==> config.mk <==
export PLATFORM = sky130hd
export DESIGN_NAME = layer_seq
export DESIGN_NICKNAME = d
export VERILOG_FILES = /design/src/rtl/layer_pkg.sv /design/src/rtl/layer_seq_mac_acc.sv /design/src/rtl/layer_seq.sv
export SDC_FILE = /design/constraint.sdc
export NUM_CORES = 1
export LEC_CHECK = 0
export ABC_AREA = 0
export CORE_ASPECT_RATIO = 1.1
export CORE_MARGIN = 5
export CORE_UTILIZATION = 56
export DETAILED_ROUTE_END_ITERATION = 6
export GPL_ROUTABILITY_DRIVEN = 0
export GPL_TIMING_DRIVEN = 0
export PLACE_DENSITY_LB_ADDON = 0.05
export SYNTH_ARGS = -nofsm -noshare
export SYNTH_HDL_FRONTEND = slang
export SYNTH_SLANG_ARGS = --single-unit
==> constraint.sdc <==
create_clock -name clk -period 2.9 [get_ports clk]
set_input_delay 0.58 -clock clk [delete_from_list [all_inputs] [get_ports clk]]
set_output_delay 0.58 -clock clk [all_outputs]
set_load 0.1 [all_outputs]
==> src/rtl/layer_pkg.sv <==
// Shared definitions for the fully connected layer sequencer: FSM states,
// activation ceiling and address-width helpers.
package layer_pkg;

    typedef enum logic [2:0] {
        IDLE  = 3'd0,
        CLEAR = 3'd1,
        MAC   = 3'd2,
        BIAS  = 3'd3,
        WRITE = 3'd4,
        DONE  = 3'd5
    } state_t;

    localparam int ACT_MAX = 127;

    function automatic int clog2(input int n);
        int r;
        r = 0;
        for (int v = n - 1; v > 0; v = v >> 1) begin
            r = r + 1;
        end
        return r;
    endfunction

    // A single-entry memory still needs a 1-bit address port.
    function automatic int addr_w(input int n);
        return (clog2(n) < 1) ? 1 : clog2(n);
    endfunction

endpackage

==> src/rtl/layer_seq_mac_acc.sv <==
// Signed accumulator datapath: clear, multiply-accumulate of 8x8 products,
// and a final bias add, all into one ACC_W-bit register.
module mac_acc
    import layer_pkg::*;
#(
    parameter int ACC_W = 24
) (
    input  logic             clk,
    input  logic             rst,
    input  logic             clr,
    input  logic             en,
    input  logic             bias_en,
    input  logic [7:0]       x,
    input  logic [7:0]       w,
    input  logic [7:0]       b,
    output logic [ACC_W-1:0] acc
);

    logic signed [15:0] prod_s;
    logic [ACC_W-1:0]   prod_ext_s;
    logic [ACC_W-1:0]   bias_ext_s;

    assign prod_s     = $signed(x) * $signed(w);
    assign prod_ext_s = {{(ACC_W-16){prod_s[15]}}, prod_s};
    assign bias_ext_s = {{(ACC_W-8){b[7]}}, b};

    // Accumulator register; clear has priority over accumulate.
    always_ff @(posedge clk or posedge rst) begin
        if (rst) begin
            acc <= '0;
        end else if (clr) begin
            acc <= '0;
        end else if (en) begin
            acc <= acc + prod_ext_s;
        end else if (bias_en) begin
            acc <= acc + bias_ext_s;
        end else begin
            acc <= acc;
        end
    end

endmodule

==> src/rtl/layer_seq.sv <==
// Fully connected layer sequencer: walks weight/input ROMs per neuron,
// accumulates, adds bias, applies ReLU/shift/saturation and writes the result.
module layer_seq
    import layer_pkg::*;
#(
    parameter int N_IN  = 4,
    parameter int N_OUT = 2,
    parameter int ACC_W = 24,
    parameter int SHIFT = 0
) (
    input  logic                             clk,
    input  logic                             rst,
    input  logic                             start,
    output logic                             busy,
    output logic                             done,
    output logic [addr_w(N_IN)-1:0]          x_addr,
    input  logic [7:0]                       x_data,
    output logic [addr_w(N_IN*N_OUT)-1:0]    w_addr,
    input  logic [7:0]                       w_data,
    output logic [addr_w(N_OUT)-1:0]         b_addr,
    input  logic [7:0]                       b_data,
    output logic                             y_wr,
    output logic [addr_w(N_OUT)-1:0]         y_addr,
    output logic [7:0]                       y_data
);

    localparam int XW = addr_w(N_IN);
    localparam int WW = addr_w(N_IN*N_OUT);
    localparam int JW = addr_w(N_OUT);
    localparam int IW = clog2(N_IN + 1);

    state_t         state_r, state_nx_s;
    logic [IW-1:0]  i_r, i_nx_s;
    logic [JW-1:0]  j_r, j_nx_s;
    logic [XW-1:0]  x_addr_r, x_addr_nx_s;
    logic [WW-1:0]  w_addr_r, w_addr_nx_s;
    logic [JW-1:0]  b_addr_r, b_addr_nx_s;
    logic [JW-1:0]  y_addr_r;
    logic [7:0]     y_data_r;
    logic           y_wr_r, busy_r, done_r;

    logic             acc_clr_s, acc_en_s, bias_en_s;
    logic [ACC_W-1:0] acc_s;
    logic signed [ACC_W-1:0] biased_s, shifted_s;
    logic [7:0]       act_s;

    mac_acc #(.ACC_W(ACC_W)) u_mac_acc (
        .clk     (clk),
        .rst     (rst),
        .clr     (acc_clr_s),
        .en      (acc_en_s),
        .bias_en (bias_en_s),
        .x       (x_data),
        .w       (w_data),
        .b       (b_data),
        .acc     (acc_s)
    );

    // Next-state, counter and address sequencing.
    always_comb begin
        state_nx_s  = state_r;
        i_nx_s      = i_r;
        j_nx_s      = j_r;
        x_addr_nx_s = x_addr_r;
        w_addr_nx_s = w_addr_r;
        b_addr_nx_s = b_addr_r;
        acc_clr_s   = 1'b0;
        acc_en_s    = 1'b0;
        bias_en_s   = 1'b0;
        case (state_r)
            IDLE: begin
                if (start) begin
                    state_nx_s  = CLEAR;
                    j_nx_s      = '0;
                    b_addr_nx_s = '0;
                end else begin
                    state_nx_s  = IDLE;
                end
            end
            CLEAR: begin
                acc_clr_s   = 1'b1;
                i_nx_s      = '0;
                x_addr_nx_s = '0;
                w_addr_nx_s = WW'(int'(j_r) * N_IN);
                state_nx_s  = MAC;
            end
            MAC: begin
                // ROM data lags the address by one cycle, so accumulation
                // starts at k=1 and the final cycle only drains.
                acc_en_s = (i_r != IW'(0));
                if (i_r == IW'(N_IN)) begin
                    state_nx_s = BIAS;
                end else begin
                    i_nx_s = i_r + IW'(1);
                    if (i_r < IW'(N_IN - 1)) begin
                        x_addr_nx_s = x_addr_r + XW'(1);
                        w_addr_nx_s = w_addr_r + WW'(1);
                    end else begin
                        x_addr_nx_s = x_addr_r;
                        w_addr_nx_s = w_addr_r;
                    end
                end
            end
            BIAS: begin
                bias_en_s  = 1'b1;
                state_nx_s = WRITE;
            end
            WRITE: begin
                if (j_r == JW'(N_OUT - 1)) begin
                    state_nx_s = DONE;
                end else begin
                    j_nx_s      = j_r + JW'(1);
                    b_addr_nx_s = j_r + JW'(1);
                    state_nx_s  = CLEAR;
                end
            end
            DONE: begin
                state_nx_s = IDLE;
            end
            default: begin
                state_nx_s = IDLE;
            end
        endcase
    end

    // Output formatting; evaluated during BIAS so the write data can be registered.
    always_comb begin
        biased_s  = acc_s + {{(ACC_W-8){b_data[7]}}, b_data};
        shifted_s = biased_s >>> SHIFT;
        act_s     = 8'd0;
        if (biased_s[ACC_W-1]) begin
            act_s = 8'd0;
        end else if (shifted_s > ACC_W'(ACT_MAX)) begin
            act_s = 8'(ACT_MAX);
        end else begin
            act_s = shifted_s[7:0];
        end
    end

    // State, counters and registered outputs; strobes decode the next state.
    always_ff @(posedge clk or posedge rst) begin
        if (rst) begin
            state_r  <= IDLE;
            i_r      <= '0;
            j_r      <= '0;
            x_addr_r <= '0;
            w_addr_r <= '0;
            b_addr_r <= '0;
            y_addr_r <= '0;
            y_data_r <= 8'd0;
            y_wr_r   <= 1'b0;
            busy_r   <= 1'b0;
            done_r   <= 1'b0;
        end else begin
            state_r  <= state_nx_s;
            i_r      <= i_nx_s;
            j_r      <= j_nx_s;
            x_addr_r <= x_addr_nx_s;
            w_addr_r <= w_addr_nx_s;
            b_addr_r <= b_addr_nx_s;
            y_wr_r   <= (state_nx_s == WRITE);
            busy_r   <= (state_nx_s != IDLE);
            done_r   <= (state_nx_s == DONE);
            if (state_nx_s == WRITE) begin
                y_data_r <= act_s;
                y_addr_r <= j_r;
            end else begin
                y_data_r <= y_data_r;
                y_addr_r <= y_addr_r;
            end
        end
    end

    assign busy   = busy_r;
    assign done   = done_r;
    assign x_addr = x_addr_r;
    assign w_addr = w_addr_r;
    assign b_addr = b_addr_r;
    assign y_wr   = y_wr_r;
    assign y_addr = y_addr_r;
    assign y_data = y_data_r;

endmodule

==> metrics.yaml, run 1 <==
floorplanning:
  io_pins: 45
  rows: 42
  core-area_um2: 12100
  start_util: 0.576
  die_x_um: 116
  die_h_um: 127
  die_area_um2: 14800
global_route:
  grt_pass1_vias: 6586
  antenna_found_initial: 0
  grt_max_degree: 28
  grtUsageTotal: 0.251
  grt_pass1_wl_um: 30200
  grt.overflow.total: 0
cells_and_area:
  layout-drive-gt1-share: 0.254
  final_util: 0.747
  finalNetCount: 1066
  syn2layout_area_growth_pct: 29.8
  design_area_um2: 9030
  antenna_cells: 0
yosys:
  yosysMostFrequentCell: "inv_1"
  synthCells: 801
  ys_top_cells_by_area: "dfrtp_1, fa_1, ha_1"
  synthTopCellsByCount: "inv_1, ha_1, nand2_1"
  postSynthRegisterBits: 49
  synth_warnings: 0
  async_reset_ff_frac: 1.00
  ys.flop_type: "dfrtp_1"
  avgSynthCellArea_um2: 8.68
  synth_edf_count: 0
  synth.distinct_cells: 65
  synth_fp_nets: 963
  seq_area_frac_synth: 0.176
  synth_largest_area_cell: "dfrtp_1"
  syn_area_um2: 6960
  yosysTopAreaCellShare: 0.176
clocking:
  cts-buffers-inserted: 5
  clk_pin_slew_ns: 0.07
  htreeDepth: 2
  clock-sinks: 49
  cts_tree: "done"
  clk_path_buf_depth: 2
  cts_root_buffer: "clkbuf_16"
  clock_latency_ns: 0.30
  cts_hold_buf: 0
placed_design:
  placed_area_um2: 7830
  place_hpwl_um: 13900
  portBuffers: 44
  dp_slack_ns: -4.43
sta:
  fin_crit_ns: 6.06
  hold-worst-slack_ns: 0.492
  rsz0062_at_grt: "true"
  final_max_slew_viol_count: 0
  clock_skew_ns: 0.00560
  setup_viol: 27
  tightest_slew_ns: 0.980
  post-route-period-util: 2.09
  final_hold_viol_count: 0
  slew_headroom: 0.345
  max_freq_mhz: 165
  setup_slack_ns: -3.16
routing:
  wl_met2_um: 10100
  drt-total-wl_um: 18500
  viasPerCell: 5.93
  drc_errors: 0
  first_iter_violations: 386
  ant_nets: 0
  top_layer: "met4"
  wl_per_cell_um: 17.5
  dr.pass1.iters: 7
  vias: 6284
  met1_length_um: 7040
  wl_met3_um: 834
run_status:
  status: "finished with violations"
  violations: "setup timing"
worst_setup_path:
  cp_slowest_cell: "fa_1"
  cp_max_fo: 6
  cp_common_cell: "fa_1"
  critPathLaunchType: "primary input"
  cp.required_ns: 3.08
  timing.critical_path.buf_inv: 7
  path_class: "in -> reg"
  critPathCaptureType: "flip-flop"
  max_stage_delay_ns: 0.55
  worstPathArrival_ns: 6.24
  cp_top_family: "adder cells"
min_path:
  worstHoldPathType: "reg -> reg"
flow_run:
  drv_cap: 0
[metal layers]
metal | up-vias | track usage
met3 | 49 | 0.0272
met5 | - | 0
li1 | 2978 | -
met2 | 218 | 0.476
met1 | 3039 | 0.280
met4 | 0 | 0.0997
[final cells by class]
| type | count | area (µm²) |
|---|---|---|
| multi-input cells | 624 | 6060 |
| clock inverters | 3 | 65.1 |
| repair buffers | 97 | 851 |
| clock buffers | 5 | 125 |
| well taps | 154 | 193 |
| flip-flops and latches | 49 | 1230 |
| fillers | 845 | 3060 |
| inverters | 113 | 427 |
| plain buffers | 14 | 86.3 |
[state kept, by name, summed over array words and instances (netlist names), 2 cells and up]
register       flops
x_addr             2
w_addr             3
state_r            3
u_mac_acc.acc     24
i_r                3
y_data             8
[cell usage in the layout, fill, tap and decap left out, drive strengths merged, types with 20 or more instances in the layout]
cell	netlist	layout
clkdlybuf4s50	0	20
and2	47	47
ha	78	78
fa	57	57
a21oi	56	56
dfrtp	49	49
xnor2	40	40
nand2	66	66
buf	3	73
o21ai	31	31
nor2	38	38
inv	113	113
[stage by stage]
step,setup TNS (ns),instances
after floorplan,-44.21,801
after global routing,-52.55,1059
after detailed placement,-76.08,1000
after global placement,-73.21,999
after CTS,-49.14,1042
final,-47.82,1059
[kinds of logic (layout without fill, tap and decap cells)]
kind of cell,Yosys count,count (layout),share of synthesized area
and+or+nand+nor,231,231,0.172
xor gates and xnor gates,53,53,0.0705
buffers and inverters,128,232,0.0714
adders and majority gates,135,135,0.304
muxes,3,3,0.00450
AOI/OAI and AO/OA,202,202,0.201
DFF,49,49,0.176
[path summary, 6_finish.rpt]
check | from | end | slack, ns | depth (start not counted)
setup / recovery | w_data[0] | u_mac_acc.acc[23]$_DFFE_PP0P_ | -3.16 | 26
hold / removal | x_addr[1]$_DFFE_PP0P_ | x_addr[1]$_DFFE_PP0P_ | 0.49 | 1
setup reg to reg | u_mac_acc.acc[1]$_DFFE_PP0P_ | y_data[3]$_DFFE_PP0P_ | -0.32 | 12
hold reg to reg | x_addr[1]$_DFFE_PP0P_ | x_addr[1]$_DFFE_PP0P_ | 0.49 | 1
max in group asynchronous | rst | y_data[3]$_DFFE_PP0P_ | 1.75 | 3
min in group asynchronous | rst | u_mac_acc.acc[18]$_DFFE_PP0P_ | 0.64 | 2
[timing repair]
action / CTS / global route
resized for setup: 169 / 71
buffers inserted: 35 / 17
pin swaps: 73 / 72
setup endpoints to repair: 28 / 29
Power of run 1 is left out: the tool's default activity adds up to more than one toggle a clock period on the data nets, which glitch-free logic cannot reach.
==> run 2: changes to the inputs <==
- ABC_AREA: 0 -> 1
==> run 2 against run 1 <==
Net effect: the run still ends with setup timing left; maximum frequency grew 11%; register-to-register slack gained 0.64 ns; flip-flop and latch count is the same; die area grew 9.2%.
==> metrics.yaml, run 2 <==
clocking:
  cts_root_buffer: "clkbuf_16"
  htreeDepth: 2
  clk_path_buf_depth: 2
  cts-buffers-inserted: 5
  clock_latency_ns: 0.30
  clock-sinks: 49
  clk_pin_slew_ns: 0.07
  cts_tree: "done"
routing:
  drc_errors: 0
  drt-total-wl_um: 20300
  vias: 7371
  wl_per_cell_um: 14.5
  dr.pass1.iters: 5
  first_iter_violations: 377
  ant_nets: 0
  viasPerCell: 5.27
worst_setup_path:
  cp_slowest_cell: "fa_2"
  cp.required_ns: 3.09
  cp_max_fo: 8
  max_stage_delay_ns: 0.58
  startpoint: "x_data[7]"
  path_class: "in -> reg"
  reg2reg_depth: 15
  r2r-start: "u_mac_acc.acc[0]$_DFFE_PP0P_"
  critPathLaunchType: "primary input"
  ff2ff_setup_slack_ns: 0.32
  worstPathArrival_ns: 5.63
  critPathCaptureType: "flip-flop"
  cp_common_cell: "inv_2"
sta:
  max_freq_mhz: 184
  hold-worst-slack_ns: 0.496
  rsz0062_at_grt: "true"
  final_max_slew_viol_count: 0
  post-route-period-util: 1.87
  clock_skew_ns: 0.0104
  setup_viol: 20
  tightest_slew_ns: 0.970
  fin_crit_ns: 5.44
  slew_headroom: 0.351
  setup_slack_ns: -2.54
  final_hold_viol_count: 0
yosys:
  synth_edf_count: 0
  ys.flop_type: "dfrtp_1"
  synth_largest_area_cell: "nand2_1"
  seq_area_frac_synth: 0.160
  synthTopCellsByCount: "nand2_1, inv_1, ha_1"
  synth_warnings: 0
  yosysTopAreaCellShare: 0.161
  avgSynthCellArea_um2: 6.72
  async_reset_ff_frac: 1.00
  synth_fp_nets: 1301
  synthCells: 1139
  yosysMostFrequentCell: "nand2_1"
  postSynthRegisterBits: 49
  synth.distinct_cells: 44
  ys_top_cells_by_area: "nand2_1, dfrtp_1, fa_1"
  syn_area_um2: 7650
cells_and_area:
  antenna_cells: 0
  syn2layout_area_growth_pct: 30.3
  largest_reg_flops: 24
  design_area_um2: 9970
  final_cells: 1399
  final_util: 0.748
  mostFrequentLayoutCell: "nand2_1"
  layout_common_cells: "nand2_1, inv_1, fa_1"
  finalNetCount: 1376
  top_register: "u_mac_acc.acc"
  layout-drive-gt1-share: 0.245
floorplanning:
  rows: 44
  start_util: 0.574
  io_pins: 45
  die_x_um: 121
  die_h_um: 133
  core-area_um2: 13300
  die_area_um2: 16100
global_route:
  grt_max_degree: 28
  antenna_found_initial: 0
  use_met3: 0.0145
  grt.overflow.total: 0
  grt.busiest_layer: "met2"
  met2_usage: 0.436
  grtUsageTotal: 0.249
  grt_pass1_vias: 7330
  grt_pass1_wl_um: 33200
  met1_usage: 0.329
placed_design:
  placed_area_um2: 8900
  numPlacedInstances: 1353
  place_hpwl_um: 15800
  portBuffers: 29
run_status:
  violations: "setup timing"
  status: "finished with violations"
min_path:
  min_path_cells: 2
  worstHoldStart: "y_data[5]$_DFFE_PP0P_"
  worstHoldPathType: "reg -> reg"
flow_run:
  drv_cap: 0
[run 2: cell count changes after synthesis, sizes merged, moves of 14 or more]
cell    delta
a21o      -14
and2      -47
inv      +134
nand2    +269
nand3     +47
nand4     +14
nor2      +27
o21ai     +23
o221ai    -19
xnor2     -20
[run 2: layout make-up]
type	count	area [µm²]
well taps	184	230
repair buffers	68	608
inverters	247	937
plain buffers	23	338
clock buffers	5	125
clock inverters	3	28.8
multi-input cells	820	6480
flip-flops and latches	49	1230
fillers	1035	3350
[run 2: what timing repair did]
item                                    CTS  global route
gates resized for setup                  88            82
pin swaps                                55            78
endpoints found under the setup margin   27            27
hold buffers                              0             0
buffers inserted                         27            12
[run 2: metrics by stage]
stage | worst slack, ns | setup TNS, ns
finish | -2.54 | -39.31
global route | -2.80 | -43.13
CTS | -2.49 | -38.94
detailed placement | -3.56 | -59.47
global placement | -3.49 | -58.57
floorplan | -2.52 | -38.46
[run 2: cells by family after synthesis]
| family | count (synthesis) | share of synthesized area |
|---|---|---|
| adders and majority gates | 135 | 0.277 |
| xor gates and xnor gates | 34 | 0.0399 |
| AOI/OAI and AO/OA | 141 | 0.103 |
| buffers and inverters | 270 | 0.133 |
| and+or+nand+nor | 510 | 0.287 |
| DFF | 49 | 0.160 |
[run 2: worst max-delay path: cells and delay by family]
family	cells	cell delay (ns)
adder cells (fa/ha/maj)	6	2.70
AND/OR/NAND/NOR	17	1.90
buffers and inverters	7	0.43
[run 2: layer usage]
metal  vias to the layer above  routed length, µm
met1                      3487               8870
li1                       3701                  -
met4                         0                541
met3                        40                621
met2                       143              10300
met5                         -                  0
[run 2: path summary, 6_finish.rpt]
check                                                      to
worst max-delay path            u_mac_acc.acc[23]$_DFFE_PP0P_
worst min-delay path                    y_data[5]$_DFFE_PP0P_
worst max register to register          y_data[5]$_DFFE_PP0P_
worst min register to register          y_data[5]$_DFFE_PP0P_
max in group asynchronous       u_mac_acc.acc[12]$_DFFE_PP0P_
min in group asynchronous                      y_wr$_DFF_PP0_
Power of run 2 is left out for the same reason.
==> run 3: changes to the inputs <==
- PLACE_DENSITY: default -> 0.76
- PLACE_DENSITY_LB_ADDON: 0.05 -> default
==> run 3 against run 2 <==
Net effect: the flow still finishes with violations (setup timing); maximum frequency down 1.1%; first-iteration DRC count up 4.8%; via count up 2.1%; global-route usage up 0.30 points; sequential share of layout area down 0.14 points; critical path depth up 2; final area up 1.1%; non-clock buffer count up 16; clock skew up 0.0017 ns; flip-flop and latch count unchanged.
==> metrics.yaml, run 3 (same netlist as run 2, synthesis figures left out) <==
run_status:
  status: "finished with violations"
  violations: "setup timing"
cells_and_area:
  mostFrequentLayoutCell: "nand2_1"
  layout-drive-gt1-share: 0.245
  finalNetCount: 1392
  syn2layout_area_growth_pct: 31.8
  layout_common_cells: "nand2_1, inv_1, nand3_1"
  largest_reg_flops: 24
  nFillCells: 1053
  antenna_cells: 0
  top_register: "u_mac_acc.acc"
floorplanning:
  rows: 44
  io_pins: 45
  core-area_um2: 13300
  die_h_um: 133
  die_area_um2: 16100
  die_x_um: 121
  start_util: 0.574
sta:
  finalSetupTns_ns: -40.15
  fin_crit_ns: 5.50
  slew_headroom: 0.348
  clock_skew_ns: 0.0121
  setup_viol: 20
  setup_slack_ns: -2.60
  max_freq_mhz: 182
  post-route-period-util: 1.89
  final_hold_viol_count: 0
  final_max_slew_viol_count: 0
  tightest_slew_ns: 0.975
  rsz0062_at_grt: "true"
worst_setup_path:
  cp_max_fo: 7
  critPathLaunchType: "primary input"
  r2r-start: "u_mac_acc.acc[0]$_DFFE_PP0P_"
  startpoint: "x_data[7]"
  critPathCaptureType: "flip-flop"
  path_class: "in -> reg"
  cp_slowest_cell: "fa_1"
  cp.required_ns: 3.09
  cp_top_family: "adder cells"
  timing.critical_path.buf_inv: 8
  worstPathArrival_ns: 5.68
  cp_common_cell: "nand2_1"
  max_stage_delay_ns: 0.56
routing:
  viasPerCell: 5.32
  vias: 7523
  first_iter_violations: 395
  ant_nets: 0
  wl_per_cell_um: 14.7
  drc_errors: 0
  drt-total-wl_um: 20800
  dr.pass1.iters: 5
global_route:
  grt_pass1_wl_um: 33800
  grtUsageTotal: 0.252
  antenna_found_initial: 0
  grt_max_degree: 33
  grt_pass1_vias: 7490
  grt.overflow.total: 0
clocking:
  cts_tree: "done"
  htreeDepth: 2
  clk_path_buf_depth: 2
  cts_root_buffer: "clkbuf_16"
  cts_hold_buf: 0
  clk_pin_slew_ns: 0.07
  cts-buffers-inserted: 5
  clock_latency_ns: 0.29
  clock-sinks: 49
placed_design:
  portBuffers: 29
  place_hpwl_um: 15800
min_path:
  worstHoldStart: "y_addr$_DFFE_PP0P_"
  worstHoldPathType: "reg -> reg"
flow_run:
  drv_cap: 0
==> run 3: cell types whose count changed in the layout (fill, tap and decap cells not counted), sizes merged <==
cell / before / now
buf: 44 / 61
clkbuf: 25 / 24
clkinvlp: 0 / 1
clkinv: 1 / 0
inv: 249 / 248
bufinv: 0 / 1
==> run 3: cell type report <==
| type | instances | area, µm² | share of cell area |
|---|---|---|---|
| sequential | 49 | 1230 | 0.122 |
| timing repair buffer | 84 | 744 | 0.0738 |
| multi-input combinational | 820 | 6450 | 0.640 |
| clock inverter | 3 | 48.8 | 0.00484 |
| inverter | 247 | 945 | 0.0937 |
| buffer | 23 | 317 | 0.0314 |
| clock buffer | 5 | 125 | 0.0124 |
| tap | 184 | 230 | 0.0228 |
==> run 3: metrics by stage <==
step           setup slack, ns  instances   util  hold slack [ns]  instance area [µm²]
2_1_floorplan            -2.52       1139      -            0.481                 8360
3_3_place_gp             -3.45       1352  0.667            0.466                 8880
3_5_place_dp             -3.46       1353  0.668            0.473                 8900
4_1_cts                  -2.47       1400  0.727            0.500                 9690
5_1_grt                  -2.83       1415  0.757            0.520                10100
6_report                 -2.60       1415  0.757            0.492                10100
==> run 3: metal layers <==
layer  up-vias  global-route usage  share of wire
met5         -                   0              0
met4         0              0.0816          0.028
met3        41              0.0158          0.036
met1      3573               0.322           0.42
met2       180               0.451           0.52
li1       3729                   -              -
==> run 3: repair_timing <==
| item | in CTS | in global routing |
|---|---|---|
| pin swaps | 54 | 62 |
| gates resized for setup | 83 | 74 |
| hold endpoints to repair | 0 | 0 |
| endpoints found under the setup margin | 27 | 27 |
| setup buffers | 39 | 17 |
==> run 3: final timing paths <==
check | to | slack [ns] | depth (start not counted)
max in group asynchronous | u_mac_acc.acc[11]$_DFFE_PP0P_ | 1.79 | 3
worst max register to register | y_data[1]$_DFFE_PP0P_ | 0.28 | 16
min in group asynchronous | b_addr$_DFFE_PP0P_ | 0.60 | 2
worst min register to register | y_addr$_DFFE_PP0P_ | 0.49 | 2
worst max-delay path | u_mac_acc.acc[23]$_DFFE_PP0P_ | -2.60 | 32
worst min-delay path | y_addr$_DFFE_PP0P_ | 0.49 | 2
==> run 3: worst reg2reg max path, delay by kind of cell (launching register included) <==
| family | cells | cell delay, ns |
|---|---|---|
| DFF | 1 | 0.43 |
| and+or+nand+nor | 14 | 1.47 |
| adders and majority gates | 2 | 0.60 |
Power of run 3 is left out for the same reason.
==> RTL change (config.mk and constraints of run 2) <==
`ACC_W` is set to 24 in 2 places; all go to 48.
--- a/src/rtl/layer_seq_mac_acc.sv
+++ b/src/rtl/layer_seq_mac_acc.sv
@@ -3,7 +3,7 @@
 module mac_acc
     import layer_pkg::*;
 #(
-    parameter int ACC_W = 24
+    parameter int ACC_W = 48
 ) (
     input  logic             clk,
     input  logic             rst,
--- a/src/rtl/layer_seq.sv
+++ b/src/rtl/layer_seq.sv
@@ -5,7 +5,7 @@
 #(
     parameter int N_IN  = 4,
     parameter int N_OUT = 2,
-    parameter int ACC_W = 24,
+    parameter int ACC_W = 48,
     parameter int SHIFT = 0
 ) (
     input  logic                             clk,
Function: no difference found for any inputs over 10 cycles, from zero or initial values and one cycle with rst high; that may be too few to reach the edited logic, so the function may still have changed.
==> RTL change against run 2 <==
- die area rose by 66%
- routed wire length grew to 2.7 times the old value
- maximum frequency is 15% lower
- synthesized area grew 72%
- final area rose by 90%
- the run ends with design-rule violations, negative setup slack left
- critical endpoint is now u_mac_acc.acc[47]$_DFFE_PP0P_
- sequential cell count increased by 24
- setup slack worse by 0.94 ns
- register-to-register slack lost 0.69 ns
Power is left out: the tool's default activity adds up to more than one toggle a clock period on the data nets, which glitch-free logic cannot reach.
==> RTL change: results (changes against run 2) <==
The critical path data arrival time came out at 6.59 ns (+0.96 ns). The smallest setup slack after layout came out at -3.47 ns (-0.937 ns). The number of cells traversed by the worst register-to-register path came out at 16 (+1).

The met3 usage in global routing is 5.14% (+3.7 points). The pin count of the biggest net entering global routing is 65 (+130%). The capturing element of the worst setup path is u_mac_acc.acc[47]$_DFFE_PP0P_.

The number of buffers inserted during clock tree synthesis came to 9 (+4). The delay of the slowest critical-path stage came out at 0.52 ns (-0.06 ns). The met2 layer wire length in the routed design came out at 24800 um (+140%). The cell count after placement came out at 2529 (+87%).

The final-stage net count is 2583 (+88%). The routed length on met3 was 5790 um (+830%). The timing startpoint of the critical path is x_data[5]. The post-route DRC violation count came out at 1 (+1). The final cell count without fillers is 2681 (+92%).

The count of TritonRoute iterations in the first routing pass is 7 (+2). Ranked by instance count, the synthesized netlist is headed by 720 x nand2_1, 455 x inv_1, 159 x nor2_1. The placed standard-cell area is 0.0146 mm2 (+64%). The worst-skew pair later-pin latency came out at 0.34 ns (+0.04 ns).

The number of flip-flops under the largest register name is 48 (+100%). The synthesized netlist net count came out at 2405 (+85%). The detailed-placement wirelength estimate came to 35100 um (+120%).

The via count of the first global-routing pass came out at 14668 (+100%). The largest clock skew in the final design is 0.0152 ns (+0.00485 ns). The wire length on met1 came out at 20700 um (+130%). The met2 global-route usage is 56.4% (+13 points). The final hold slack came out at 0.482 ns (-0.0139 ns). The post-synthesis area per instance came out at 6.01 um2 (-11%). The count of inserted antenna diode cells is 0 (unchanged). In this run the critical register-to-register path is captured at u_mac_acc.acc[20]$_DFFE_PP0P_. The final reports fail on design-rule violations, negative setup slack. On the critical path, the stage with the largest delay is an instance of fa_1.

The average wire length per cell after detail routing came out at 20.7 um (+42%). The post-cts resize count came to 395 (+350%). Yosys attributes the largest share of cell area to nand2_1 20%, dfrtp_1 14%, inv_1 13%, ha_1 12%, fa_1 8.7%. The number of vias per cell after detailed routing came to 6.12 (+16%).

The total track usage came out at 34.4% (+9.5 points). The flop-to-flop setup slack came out at -0.37 ns (-0.69 ns). The maximum level of the CTS H-tree is 3 (+1). The final count of negative-setup-slack endpoints is 44 (+120%). The global-route wire length before repair is 73900 um (+120%). The run finished, with violations left. The top flip-flop cell by instance count after synthesis is dfrtp_1. The accumulated negative setup slack came to -126.75 ns (-87.44 ns).

The pin slew with the least headroom to its limit came out at 1.21 ns (+0.241 ns). The sequential cell area fraction in the yosys report came out at 13.9% (-2.2 points). The DRC violation total after the first TritonRoute iteration is 2186 (+480%). The total of fill cells in the finished design is 1514 (+46%). The count of different cell masters after synthesis came out at 43 (-2.3%).
==> RTL change: layout make-up <==
type	instances	area, um2	area share (%)
clock inverter	6	83.8	0.442
sequential	73	1860	9.78
clock buffer	9	225	1.19
multi-input combinational	1635	12900	67.8
timing repair buffer	163	1470	7.75
buffer	35	364	1.92
inverter	455	1730	9.10
tap	305	382	2.01
==> RTL change: critical path: cells and delay by family <==
| family | cells | cell delay, ns |
|---|---|---|
| buffers and inverters | 9 | 0.75 |
| AND/OR/NAND/NOR | 16 | 2.01 |
| adder cells (fa/ha/maj) | 6 | 2.72 |
| AO/OA/AOI/OAI | 3 | 0.49 |
==> RTL change: logic make-up after synthesis <==
group                    count (synthesis)  share of synthesized area [%]
AO/OA/AOI/OAI                          292                           13.0
XOR/XNOR                                56                           3.72
adder cells (fa/ha/maj)                184                           20.7
buffers and inverters                  490                           14.0
flip-flops                              73                           13.9
AND/OR/NAND/NOR                       1099                           34.7
